$ cat config.mk
export PLATFORM = sky130hd
export DESIGN_NAME = morse_msg_sequencer
export DESIGN_NICKNAME = d
export VERILOG_FILES = /design/src/rtl/morse_msg_sequencer_pkg.sv /design/src/rtl/morse_msg_sequencer_buf.sv /design/src/rtl/morse_msg_sequencer.sv
export SDC_FILE = /design/constraint.sdc
export NUM_CORES = 1
export LEC_CHECK = 0
export BUFFER_PORTS_ARGS = -buffer_cell sky130_fd_sc_hd__buf_4
export CAP_MARGIN = 20
export CELL_PAD_IN_SITES_DETAIL_PLACEMENT = 2
export CELL_PAD_IN_SITES_GLOBAL_PLACEMENT = 2
export CORE_ASPECT_RATIO = 0.6
export CORE_MARGIN = 1
export CORE_UTILIZATION = 40
export DETAILED_ROUTE_END_ITERATION = 10
export GPL_TIMING_DRIVEN = 1
export PLACE_DENSITY_LB_ADDON = 0.12
export SLEW_MARGIN = 0
export SYNTH_ARGS = -nofsm -noshare
export SYNTH_HDL_FRONTEND = slang
export SYNTH_SLANG_ARGS = --single-unit
$ cat constraint.sdc
create_clock -name ClockIn -period 4.6 [get_ports ClockIn]
set_input_delay 0.46 -clock ClockIn [delete_from_list [all_inputs] [get_ports ClockIn]]
set_output_delay 0.46 -clock ClockIn [all_outputs]
set_load 0.05 [all_outputs]
$ cat src/rtl/morse_msg_sequencer_pkg.sv
// Shared types and defaults for the Morse message sequencer and its letter buffer.
package morse_msg_sequencer_pkg;

  localparam int unsigned LETTER_W        = 3;
  localparam int unsigned IDX_W           = 3;
  localparam int unsigned CNT_W           = 4;
  localparam int unsigned SYM_PER_LET_DEF = 12;
  localparam int unsigned GAP_SYM_DEF     = 3;

  typedef enum logic [2:0] {
    ST_IDLE,
    ST_ISSUE,
    ST_WAIT,
    ST_GAP,
    ST_DONE
  } state_e;

endpackage

$ cat src/rtl/morse_msg_sequencer_buf.sv
// Message letter store: one synchronous write port, one asynchronous read port, no reset.
module morse_msg_buf
  import morse_msg_sequencer_pkg::*;
#(
  parameter int unsigned DEPTH = 8
) (
  input  logic                clk_i,
  input  logic                we_i,
  input  logic [IDX_W-1:0]    waddr_i,
  input  logic [LETTER_W-1:0] wdata_i,
  input  logic [IDX_W-1:0]    raddr_i,
  output logic [LETTER_W-1:0] rdata_o
);

  logic [LETTER_W-1:0] mem_q [DEPTH];

  always_ff @(posedge clk_i) begin
    if (we_i) begin
      mem_q[waddr_i] <= wdata_i;
    end
  end

  always_comb begin
    rdata_o = mem_q[raddr_i];
  end

endmodule

$ cat src/rtl/morse_msg_sequencer.sv
// Plays a stored message letter by letter through an external Morse encoder,
// aligning each letter to a symbol tick and inserting silent gaps between letters.
module morse_msg_sequencer
  import morse_msg_sequencer_pkg::*;
#(
  parameter int unsigned MAX_LEN     = 8,
  parameter int unsigned SYM_PER_LET = SYM_PER_LET_DEF,
  parameter int unsigned GAP_SYM     = GAP_SYM_DEF
) (
  input  logic                ClockIn,
  input  logic                Reset,
  input  logic                WrEn,
  input  logic [IDX_W-1:0]    WrAddr,
  input  logic [LETTER_W-1:0] WrLetter,
  input  logic [CNT_W-1:0]    MsgLen,
  input  logic                Go,
  input  logic                Abort,
  input  logic                SymTick,
  input  logic                EncDotDash,
  output logic                EncStart,
  output logic [LETTER_W-1:0] EncLetter,
  output logic                MorseOut,
  output logic [IDX_W-1:0]    LetterIdx,
  output logic                Busy,
  output logic                Done
);

  localparam logic [CNT_W-1:0] MAX_LEN_C  = CNT_W'(MAX_LEN);
  localparam logic [CNT_W-1:0] SYM_LAST_C = CNT_W'(SYM_PER_LET);
  localparam logic [CNT_W-1:0] GAP_LAST_C = CNT_W'(GAP_SYM - 1);

  state_e             state_q, state_d;
  logic [IDX_W-1:0]   idx_q, idx_d;
  logic [CNT_W-1:0]   cnt_q, cnt_d;
  logic [CNT_W-1:0]   len_q, len_d;
  logic               last_letter;
  logic               wr_en;

  // Writes are locked out while a message is in flight so playback cannot be corrupted.
  assign wr_en       = WrEn & ~Busy;
  assign last_letter = ({1'b0, idx_q} == (len_q - CNT_W'(1)));

  morse_msg_buf #(
    .DEPTH (MAX_LEN)
  ) u_buf (
    .clk_i   (ClockIn),
    .we_i    (wr_en),
    .waddr_i (WrAddr),
    .wdata_i (WrLetter),
    .raddr_i (idx_q),
    .rdata_o (EncLetter)
  );

  always_ff @(posedge ClockIn) begin
    if (Reset) begin
      state_q <= ST_IDLE;
      idx_q   <= '0;
      cnt_q   <= '0;
      len_q   <= '0;
    end else begin
      state_q <= state_d;
      idx_q   <= idx_d;
      cnt_q   <= cnt_d;
      len_q   <= len_d;
    end
  end

  always_comb begin
    state_d = state_q;
    idx_d   = idx_q;
    cnt_d   = cnt_q;
    len_d   = len_q;
    if (Abort) begin
      state_d = ST_IDLE;
      idx_d   = '0;
      cnt_d   = '0;
    end else begin
      case (state_q)
        ST_IDLE: begin
          if (Go) begin
            len_d   = (MsgLen > MAX_LEN_C) ? MAX_LEN_C : MsgLen;
            idx_d   = '0;
            cnt_d   = '0;
            state_d = (MsgLen == '0) ? ST_DONE : ST_ISSUE;
          end
        end
        ST_ISSUE: begin
          if (SymTick) begin
            state_d = ST_WAIT;
            cnt_d   = '0;
          end
        end
        ST_WAIT: begin
          // The tick after the last shifted bit ends the letter; cnt saturates there.
          if (SymTick) begin
            if (cnt_q == SYM_LAST_C) begin
              state_d = last_letter ? ST_DONE : ST_GAP;
              cnt_d   = '0;
            end else begin
              cnt_d = cnt_q + CNT_W'(1);
            end
          end
        end
        ST_GAP: begin
          if (SymTick) begin
            if (cnt_q == GAP_LAST_C) begin
              state_d = ST_ISSUE;
              idx_d   = idx_q + IDX_W'(1);
              cnt_d   = '0;
            end else begin
              cnt_d = cnt_q + CNT_W'(1);
            end
          end
        end
        ST_DONE: begin
          state_d = ST_IDLE;
        end
        default: begin
          state_d = ST_IDLE;
        end
      endcase
    end
  end

  always_comb begin
    EncStart  = (state_q != ST_WAIT);
    MorseOut  = EncDotDash & (state_q == ST_WAIT);
    Busy      = (state_q == ST_ISSUE) || (state_q == ST_WAIT) || (state_q == ST_GAP);
    Done      = (state_q == ST_DONE);
    LetterIdx = idx_q;
  end

endmodule

==> run summary, run 1 <==
### Die
- core footprint: 0.00461 sq mm
- Cell Rows: 19
- I/O Pins: 27
- starting utilization of the core area: 0.419
- height of the die: 55.9 um
- full die area: 0.00512 sq mm
- Horiz. Die Dim: 91.7 um

### Yosys
- number of standard cells after synthesis: 160
- share of synthesized flip-flops with an asynchronous set or reset: 0
- predominant post-synthesis flop cell: sky130_fd_sc_hd__edfxtp_1
- average cell area after synthesis: 12.1 sq um
- Synth Area in Simple Gates: 0.175
- area fraction in compound gates after synthesis: 0.0926
- fraction of synthesized cell area in xor and xnor cells: 0.0136
- Ys Warns: 0
- post-synthesis net count: 182
- share of the yosys chip area belonging to registers: 0.549
- combinational family with the most area after synthesis: simple AND/OR/NAND/NOR gates
- distinct cell type count of the synthesized netlist: 43
- number of synthesized register bits: 41
- Mapped Area: 0.00193 sq mm
- synthesized-area fraction occupied by adder cells: 0.0324
- mux share of post-synthesis cell area: 0.108
- number of enable-type register cells in the synthesized netlist: 24

### STA
- RSZ-0062 raised after global routing: no
- slew at the pin closest to its max-slew limit: 0.748 ns
- number of endpoints with negative hold slack in the final report: 0
- Total Negative Setup Slacks: 0 ns
- portion of the clock cycle consumed by the worst path in the final layout: 0.512
- hold_ws: 0.365 ns
- worst-case headroom to the max-slew limit: 0.497
- Fmax: 425 MHz
- worst clock skew: 0.00713 ns
- final setup violating endpoints: 0
- shortest period the worst path allows: 2.36 ns
- Final Max Slew Viols: 0
- fin worst setup slack: 2.24 ns

### Clock network
- clock insertion delay at the later pin of the skew report: 0.30 ns
- post-CTS setup buffer count: 0
- # resized after CTS: 0
- htree depth: 2
- CTS clock-pin slew for the worst setup and hold paths: 0.08 ns
- clock buffer depth: 2
- clk sinks: 41
- TritonCTS clock tree: built
- clock buffers created by TritonCTS: 5
- root buffer cell: sky130_fd_sc_hd__clkbuf_8
- number of hold buffers added after CTS: 0

### Power and ir drop
- cell leakage power: 0.801 nW
- Design Power: 786 uW
- power per standard cell area: 343 mW/mm^2
- Flop pwr share: 0.515
- switching component of the power: 182 uW
- part of the total power dissipated in combinational logic: 0.104
- peak ir drop on the vdd network: 0.146 mV
- sw frac: 0.231
- cell internal pwr: 605 uW
- clock share of power: 0.381

### Final layout
- proportion of layout cells with a drive suffix above 1: 0.291
- ant diodes: 0
- fraction of the core area covered by cells at the end of the flow: 0.498
- layout overhead on the synthesized area: 18.8%
- net total in the final layout: 210

### Global routing
- remaining global-route overflow: 0
- pin count of the biggest net entering global routing: 17
- global-route wire length before repair: 9.35 mm
- initial antenna violation count: 0
- via count of the first global-routing pass: 1591
- GRT Resource Usage Total: 0.257

### Worst setup path
- kind of critical path: flip-flop to output pin
- worst path bufs/invs: 1
- series of cell instances along the critical path: mux4_2, mux2_2, buf_4
- Setup crit start kind: flip-flop
- CP max FO: 6
- crit-path max cell delay: 0.57 ns
- data arrival time at the worst-slack endpoint: 1.90 ns
- endpoint type of the worst setup path: output pin
- worst endpoint required time: 4.14 ns
- slowest cell on the critical path: sky130_fd_sc_hd__mux4_2
- Largest delay share family, worst path: multiplexers

### Detailed routing
- Total Routed Length: 6.02 mm
- number of vias in the routed layout: 1488
- wire length per cell: 23.9 um
- DRC viols: 0
- Routed Antenna Nets: 0
- number of DRC violations after detailed-routing iteration 0: 105
- DR vias/cell: 5.90
- number of detailed-route iterations in the first pass: 4

### Placed design
- count of buffers from port buffering: 26
- routability-driven placement congestion ratio: 0.817
- worst setup slack after placement: 2.52 ns
- post-detail-place hpwl: 4.48 mm

### Min path
- worst hold-check path type: input port to flip-flop

### Job
- Maximum Capacitance Violations: 0

### Status
- run status: finished clean

[routing by layer]
layer / wire length (um) / GRT usage / vias to the layer above
li1: - / - / 653
met3: 233 / 0.0560 / 13
met1: 2890 / 0.356 / 780
met4: 108 / 0.0826 / 0
met5: 0 / 0 / -
met2: 2790 / 0.406 / 42
[synth_stat cells (all sizes together) (5+ instances only)]
cell type,count,area [sq um]
edfxtp,24,721
dfxtp,17,340
nor2,15,56.3
a21oi,8,40.0
inv,8,30.0
nand2,8,30.0
nand3,7,35.0
mux4,6,135
nor3,6,40.0
ha,5,62.6
o21ai,5,25.0
or3b,5,46.3
[worst paths after layout]
kind,startpoint,to,slack (ns),depth (start not counted)
worst max register to register,state_q[2],u_buf.mem_q[4][0],2.44,3
worst max-delay path,flip-flop,EncLetter[2],2.24,3
worst min-delay path,Reset,len_q[0],0.36,2
worst min register to register,cnt_q[0],cnt_q[0],0.51,2
[power by group through the flow]
| stage | combinational (mW) | sequential (mW) | clock, mW |
|---|---|---|---|
| after global placement | 0.0737 | 0.412 | 0 |
| after CTS | 0.0814 | 0.405 | 0.304 |
| after floorplan | 0.0486 | 0.408 | 0 |
| after global routing | 0.0870 | 0.406 | 0.315 |
| final | 0.0816 | 0.405 | 0.300 |
| after detailed placement | 0.0798 | 0.413 | 0 |
[through the flow]
stage          std cells  cell area [sq um]
6_report             252               2300
5_1_grt              252               2300
4_1_cts              252               2300
3_5_place_dp         244               2180
3_3_place_gp         244               2180
2_1_floorplan        160               1930
[layout by cell type (no fill, tap or decap), types with 6 or more instances in the layout]
cell type	instances
sky130_fd_sc_hd__a21oi_1	8
sky130_fd_sc_hd__buf_4	26
sky130_fd_sc_hd__clkbuf_8	6
sky130_fd_sc_hd__dfxtp_1	17
sky130_fd_sc_hd__edfxtp_1	24
sky130_fd_sc_hd__inv_1	8
sky130_fd_sc_hd__mux4_2	6
sky130_fd_sc_hd__nand2_1	8
sky130_fd_sc_hd__nand3_1	7
sky130_fd_sc_hd__nor2_1	15
[sequential cells by signal, indices dropped and copies added (netlist names), named ones only]
signal	count
u_buf.mem_q	24
cnt_q	4
len_q	4
LetterIdx	3
state_q	3
[area by class of cell]
class / count / area (sq um)
Multi-Input combinational cell: 106 / 815
Inverter: 8 / 30.0
Clock inverter: 1 / 30.0
Timing Repair Buffer: 26 / 195
Fill cell: 468 / 2320
Clock buffer: 7 / 86.3
Tap cell: 63 / 78.8
Sequential cell: 41 / 1060
[kinds of logic after synthesis]
logic type                 count (synthesis)
and+or+nand+nor                           58
DFF                                       41
AOI/OAI and AO/OA                         27
buffers and inverters                     13
muxes                                     13
adders and majority gates                  5
xor gates and xnor gates                   3
No activity file was read; power rests on OpenSTA's default activity.
==> run 2: changes to the inputs <==
--- a/config.mk
+++ b/config.mk
@@ -5,13 +5,14 @@
 export SDC_FILE = /design/constraint.sdc
 export NUM_CORES = 1
 export LEC_CHECK = 0
+export ABC_AREA = 1
 export BUFFER_PORTS_ARGS = -buffer_cell sky130_fd_sc_hd__buf_4
 export CAP_MARGIN = 20
 export CELL_PAD_IN_SITES_DETAIL_PLACEMENT = 2
 export CELL_PAD_IN_SITES_GLOBAL_PLACEMENT = 2
 export CORE_ASPECT_RATIO = 0.6
 export CORE_MARGIN = 1
-export CORE_UTILIZATION = 40
+export CORE_UTILIZATION = 31
 export DETAILED_ROUTE_END_ITERATION = 10
 export GPL_TIMING_DRIVEN = 1
 export PLACE_DENSITY_LB_ADDON = 0.12
==> constraint.sdc (replaced) <==
create_clock -name ClockIn -period 2.14 [get_ports ClockIn]
set_input_delay 0.214 -clock ClockIn [delete_from_list [all_inputs] [get_ports ClockIn]]
set_output_delay 0.214 -clock ClockIn [all_outputs]
set_load 0.05 [all_outputs]
==> run 2 against run 1 <==
Net effect: power is 100% higher; non-clock buffer count unchanged; critical path depth is 3 higher; synthesized cell count grew 43%; sequential cell count stayed put; clock-buffer cell count unchanged; via count increased by 9.6%; final cell count increased by 37%; critical path type unchanged; largest cell class unchanged.
==> run summary, run 2 <==
### Status
- run status: finished clean

### STA
- hold_ws: 0.133 ns
- shortest period the worst path allows: 1.86 ns
- RSZ-0062 raised after global routing: no
- portion of the clock cycle consumed by the worst path in the final layout: 0.871
- number of endpoints with negative hold slack in the final report: 0
- final setup violating endpoints: 0
- Final Max Slew Viols: 0
- slew at the pin closest to its max-slew limit: 0.468 ns
- worst clock skew: 0.00963 ns
- Fmax: 537 MHz
- worst-case headroom to the max-slew limit: 0.687
- Total Negative Setup Slacks: 0 ns

### Global routing
- pin count of the biggest net entering global routing: 14
- remaining global-route overflow: 0
- initial antenna violation count: 0
- via count of the first global-routing pass: 1792
- global-route wire length before repair: 10.0 mm
- GRT Resource Usage Total: 0.206

### Die
- starting utilization of the core area: 0.321
- core footprint: 0.00611 sq mm
- Cell Rows: 22
- I/O Pins: 27
- Horiz. Die Dim: 105 um
- full die area: 0.00667 sq mm
- height of the die: 63.7 um

### Worst setup path
- worst endpoint required time: 1.93 ns
- slowest cell on the critical path: sky130_fd_sc_hd__dfxtp_1
- flop2flop setup slack: 0.42 ns
- crit-path max cell delay: 0.43 ns
- kind of critical path: flip-flop to output pin
- data arrival time at the worst-slack endpoint: 1.65 ns
- cell repeated most along the worst path: sky130_fd_sc_hd__nand2_1
- endpoint type of the worst setup path: output pin
- CP max FO: 13
- Setup crit start kind: flip-flop
- series of cell instances along the critical path: inv_2, nor2_1, o32ai_1, nand2_1, nand2_1, buf_4

### Power and ir drop
- peak ir drop on the vdd network: 0.246 mV
- cell leakage power: 0.950 nW
- cell internal pwr: 1.15 mW
- part of the total power dissipated in combinational logic: 0.134
- Flop pwr share: 0.549
- clock share of power: 0.317
- sw frac: 0.274
- switching component of the power: 433 uW
- power per standard cell area: 678 mW/mm^2

### Yosys
- post-synthesis net count: 251
- number of synthesized register bits: 41
- dominant cell by count in the synthesized netlist: sky130_fd_sc_hd__nand2_1
- number of standard cells after synthesis: 229
- Mapped Area: 0.00196 sq mm
- distinct cell type count of the synthesized netlist: 25
- Ys Warns: 0
- share of the yosys chip area belonging to registers: 0.540
- area fraction of the dominant cell type after synthesis: 0.367
- predominant post-synthesis flop cell: sky130_fd_sc_hd__edfxtp_1
- average cell area after synthesis: 8.58 sq um
- top cells by area, synth: sky130_fd_sc_hd__edfxtp_1 37%, sky130_fd_sc_hd__dfxtp_1 17%, sky130_fd_sc_hd__nand2_1 9.0%
- share of synthesized flip-flops with an asynchronous set or reset: 0
- largest area contributor in the synthesized netlist: sky130_fd_sc_hd__edfxtp_1
- number of enable-type register cells in the synthesized netlist: 24
- commonest cells in the synthesized netlist: 47 x sky130_fd_sc_hd__nand2_1, 44 x sky130_fd_sc_hd__nor2_1, 25 x sky130_fd_sc_hd__inv_1

### Final layout
- most frequent cells in the layout: 47 x sky130_fd_sc_hd__nand2_1, 44 x sky130_fd_sc_hd__nor2_1, 26 x sky130_fd_sc_hd__buf_4, 24 x sky130_fd_sc_hd__inv_1, 24 x sky130_fd_sc_hd__edfxtp_1
- ant diodes: 0
- area of the multi-input gates: 779 sq um
- most frequent standard cell in the layout excluding fill and tap cells: sky130_fd_sc_hd__nand2_1
- proportion of layout cells with a drive suffix above 1: 0.181
- Top reg by flops: u_buf.mem_q
- filler cell count: 721
- registers with the most flip-flops: u_buf.mem_q (24), cnt_q (4), len_q (4)
- max FFs per register: 24
- net total in the final layout: 281
- layout overhead on the synthesized area: 18.8%
- Sequential Area: 0.00106 sq mm

### Detailed routing
- Total Routed Length: 6.11 mm
- number of DRC violations after detailed-routing iteration 0: 59
- Routed Antenna Nets: 0
- number of vias in the routed layout: 1631
- DR vias/cell: 4.74
- DRC viols: 0
- number of detailed-route iterations in the first pass: 4
- wire length per cell: 17.8 um

### Min path
- worst hold-check path type: input port to flip-flop

### Clock network
- htree depth: 2
- CTS clock-pin slew for the worst setup and hold paths: 0.08 ns
- number of hold buffers added after CTS: 0
- clk sinks: 41
- clock insertion delay at the later pin of the skew report: 0.29 ns
- clock buffers created by TritonCTS: 5
- TritonCTS clock tree: built
- clock buffer depth: 2
- root buffer cell: sky130_fd_sc_hd__clkbuf_8

### Placed design
- count of buffers from port buffering: 26
- routability-driven placement congestion ratio: 0.757
- post-detail-place hpwl: 5.01 mm

### Job
- Maximum Capacitance Violations: 0

## run 2: changes by cell type after synthesis, moves of 4 or more
| cell | delta |
|---|---|
| sky130_fd_sc_hd__a21oi_1 | +4 |
| sky130_fd_sc_hd__inv_1 | +17 |
| sky130_fd_sc_hd__inv_2 | +5 |
| sky130_fd_sc_hd__mux2i_1 | -4 |
| sky130_fd_sc_hd__mux4_2 | -6 |
| sky130_fd_sc_hd__nand2_1 | +39 |
| sky130_fd_sc_hd__nand2_2 | +5 |
| sky130_fd_sc_hd__nor2_1 | +29 |
| sky130_fd_sc_hd__nor2b_1 | -4 |
| sky130_fd_sc_hd__o32ai_1 | +6 |
| sky130_fd_sc_hd__or3b_2 | -4 |
## run 2: critical path: cells and delay by family, from the launching register on
family          cells  cell delay [ns]
compound gates      1             0.29
buf+inv             2             0.41
flops               1             0.43
simple gates        3             0.22
## run 2: repair_timing
| action | 4_1_cts | 5_1_grt |
|---|---|---|
| resized for setup | 0 | 1 |
| buffers inserted | 0 | 0 |
| endpoints found under the setup margin | 0 | 1 |
## run 2: cell families (layout without fill, tap and decap cells)
| logic type | Yosys count | after routing | synth area share |
|---|---|---|---|
| and+or+nand+nor | 117 | 117 | 0.262 |
| DFF | 41 | 41 | 0.540 |
| xor gates and xnor gates | 1 | 1 | 0.00446 |
| adders and majority gates | 5 | 5 | 0.0318 |
| buffers and inverters | 33 | 64 | 0.0631 |
| AOI/OAI and AO/OA | 32 | 32 | 0.0981 |
## run 2: per-stage QoR
step	setup slack (ns)	cells	area, sq um	util	total power, mW
CTS	0.153	344	2330	0.382	1.59
detailed placement	0.420	336	2250	0.369	1.10
finish	0.277	344	2330	0.382	1.58
global route	0.109	344	2330	0.382	1.66
global placement	0.486	336	2250	0.369	1.09
floorplan	0.348	229	1960	-	1.01
## run 2: worst paths after layout
kind,from,to,depth (start not counted)
setup / recovery,flip-flop,EncLetter[2],6
hold / removal,Reset,len_q[0],2
setup reg to reg,len_q[0],state_q[0],10
hold reg to reg,len_q[1],len_q[1],2
## run 2: area by class of cell
class | count | share of cell area
clock buffer | 7 | 0.0327
clock inverter | 1 | 0.00161
inverter | 30 | 0.0483
multi-input combinational | 155 | 0.334
sequential | 41 | 0.455
tap | 84 | 0.0450
timing repair buffer | 26 | 0.0836
## run 2: per-layer routing
metal | share of wire | routed length [um] | GRT usage | vias up
li1 | - | - | - | 814
met4 | 0.0049 | 30 | 0.0423 | 0
met1 | 0.54 | 3270 | 0.307 | 774
met2 | 0.42 | 2580 | 0.306 | 38
met3 | 0.037 | 223 | 0.0393 | 5
met5 | 0 | 0 | 0 | -
## run 2: power by group through the flow
stage          Combinational, mW  Clock (mW)  Sequential [mW]
6_report                   0.212       0.502            0.869
5_1_grt                    0.234       0.551            0.871
4_1_cts                    0.214       0.512            0.869
3_5_place_dp               0.214           0            0.887
3_3_place_gp               0.206           0            0.885
2_1_floorplan              0.126           0            0.883
==> run 3: changes to the inputs <==
--- a/config.mk
+++ b/config.mk
@@ -5,14 +5,13 @@
 export SDC_FILE = /design/constraint.sdc
 export NUM_CORES = 1
 export LEC_CHECK = 0
-export ABC_AREA = 1
 export BUFFER_PORTS_ARGS = -buffer_cell sky130_fd_sc_hd__buf_4
 export CAP_MARGIN = 20
 export CELL_PAD_IN_SITES_DETAIL_PLACEMENT = 2
 export CELL_PAD_IN_SITES_GLOBAL_PLACEMENT = 2
 export CORE_ASPECT_RATIO = 0.6
 export CORE_MARGIN = 1
-export CORE_UTILIZATION = 31
+export CORE_UTILIZATION = 34
 export DETAILED_ROUTE_END_ITERATION = 10
 export GPL_TIMING_DRIVEN = 1
 export PLACE_DENSITY_LB_ADDON = 0.12
==> run 3 against run 2 <==
Net effect: clock-buffer cell count shrank 2; via count down 12%; fmax decreased by 6.5%; critical path depth is 3 lower; first-iteration DRC count grew 32%; worst setup slack got worse by 0.13 ns; clock skew fell by 0.0017 ns; register-to-register slack worse by 0.24 ns; utilization rose by 6.0 points; sequential cell count unchanged; critical path type unchanged; largest power group unchanged.
==> run summary, run 3 (synthesis results as in run 1) <==
### Status
- run status: finished clean

### Clock network
- TritonCTS clock tree: built
- htree depth: 2
- CTS clock-pin slew for the worst setup and hold paths: 0.09 ns
- clock buffer depth: 2
- number of hold buffers added after CTS: 0
- clock insertion delay at the later pin of the skew report: 0.30 ns
- clk sinks: 41
- root buffer cell: sky130_fd_sc_hd__clkbuf_8
- clock buffers created by TritonCTS: 5
- post-CTS setup buffer count: 0

### Die
- I/O Pins: 27
- Horiz. Die Dim: 99.3 um
- height of the die: 60.4 um
- core footprint: 0.00526 sq mm
- full die area: 0.00600 sq mm
- Cell Rows: 20
- starting utilization of the core area: 0.368

### STA
- Final Max Slew Viols: 0
- Fmax: 502 MHz
- RSZ-0062 raised after global routing: no
- Total Negative Setup Slacks: 0 ns
- slew at the pin closest to its max-slew limit: 0.588 ns
- shortest period the worst path allows: 1.99 ns
- final setup violating endpoints: 0
- portion of the clock cycle consumed by the worst path in the final layout: 0.932
- number of endpoints with negative hold slack in the final report: 0
- worst clock skew: 0.00798 ns
- worst-case headroom to the max-slew limit: 0.608

### Final layout
- max FFs per register: 24
- filler cell count: 554
- most frequent cells in the layout: 28 x sky130_fd_sc_hd__buf_4, 24 x sky130_fd_sc_hd__edfxtp_1, 16 x sky130_fd_sc_hd__dfxtp_1, 15 x sky130_fd_sc_hd__nor2_1
- proportion of layout cells with a drive suffix above 1: 0.314
- registers with the most flip-flops: u_buf.mem_q (24), cnt_q (4), len_q (4)
- Top reg by flops: u_buf.mem_q
- net total in the final layout: 212
- ant diodes: 0
- layout overhead on the synthesized area: 20.0%
- most frequent standard cell in the layout excluding fill and tap cells: sky130_fd_sc_hd__buf_4
- final std cells w/o fill: 257

### Detailed routing
- Total Routed Length: 5.67 mm
- DRC viols: 0
- number of DRC violations after detailed-routing iteration 0: 78
- number of vias in the routed layout: 1433
- wire length per cell: 22.1 um
- number of detailed-route iterations in the first pass: 4
- Routed Antenna Nets: 0
- DR vias/cell: 5.58

### Power and ir drop
- cell leakage power: 0.809 nW
- switching component of the power: 421 uW
- cell internal pwr: 1.27 mW
- clock share of power: 0.382
- power per standard cell area: 729 mW/mm^2
- Flop pwr share: 0.514
- peak ir drop on the vdd network: 0.272 mV
- part of the total power dissipated in combinational logic: 0.104
- sw frac: 0.249

### Global routing
- initial antenna violation count: 0
- global-route wire length before repair: 8.84 mm
- remaining global-route overflow: 0
- via count of the first global-routing pass: 1498
- GRT Resource Usage Total: 0.208
- pin count of the biggest net entering global routing: 15

### Worst setup path
- endpoint type of the worst setup path: output pin
- kind of critical path: flip-flop to output pin
- data arrival time at the worst-slack endpoint: 1.78 ns
- Setup crit start kind: flip-flop
- flop2flop setup slack: 0.18 ns
- CP max FO: 6
- worst endpoint required time: 1.93 ns

### Placed design
- routability-driven placement congestion ratio: 0.761
- number of instances in the placed design: 249
- count of buffers from port buffering: 26
- post-detail-place hpwl: 4.39 mm

### Min path
- worst hold-check path type: input port to flip-flop

### Job
- Maximum Capacitance Violations: 0

==> run 3: layout make-up <==
class                   instances  area, sq um  area share
flip-flops and latches         41         1060       0.458
multi-input cells             106          820       0.353
repair buffers                 28          210      0.0906
well taps                      66         82.6      0.0356
clock buffers                   5         68.8      0.0297
clock inverters                 3         46.3      0.0200
inverters                       8         30.0      0.0129
==> run 3: power groups by stage <==
stage | clock network [mW] | registers (mW) | logic [mW]
after global placement | 0 | 0.885 | 0.166
after detailed placement | 0 | 0.886 | 0.174
final | 0.647 | 0.869 | 0.176
after CTS | 0.655 | 0.869 | 0.176
after global routing | 0.694 | 0.872 | 0.189
after floorplan | 0 | 0.877 | 0.104
==> run 3: worst paths after layout <==
| kind | startpoint | endpoint | depth (start not counted) |
|---|---|---|---|
| max | flip-flop | EncLetter[0] | 3 |
| min | Reset | len_q[1] | 2 |
| max reg2reg | state_q[0] | flip-flop | 4 |
| min reg2reg | cnt_q[0] | cnt_q[0] | 2 |
==> run 3: critical path, stage by stage, from the launching register on <==
cell and delay (ns):
sky130_fd_sc_hd__dfxtp_2 0.47, sky130_fd_sc_hd__mux4_2 0.55, sky130_fd_sc_hd__mux2_2 0.28, sky130_fd_sc_hd__buf_4 0.19
==> run 3: layer usage <==
layer	wire length [um]	vias up	track usage
met5	0	-	0
met3	203	5	0.0438
met2	2370	31	0.302
li1	-	654	-
met4	38	0	0.0441
met1	3070	743	0.320
==> run 3: what timing repair did <==
item / in CTS / in global routing
gates resized for setup: 1 / 1
setup endpoints to repair: 3 / 3
pin swaps: 0 / 0
==> run 3: metrics by stage <==
stage          utilization  hold slack, ns  total power, mW  setup WS, ns  cell area, sq um
6_report             0.441           0.125             1.69         0.146              2320
5_1_grt              0.441           0.113             1.76        0.0602              2320
4_1_cts              0.440           0.120             1.70        0.0852              2310
3_5_place_dp         0.418           0.437             1.06         0.130              2200
3_3_place_gp         0.418           0.421             1.05         0.185              2200
2_1_floorplan            -           0.286            0.981        0.0987              1930
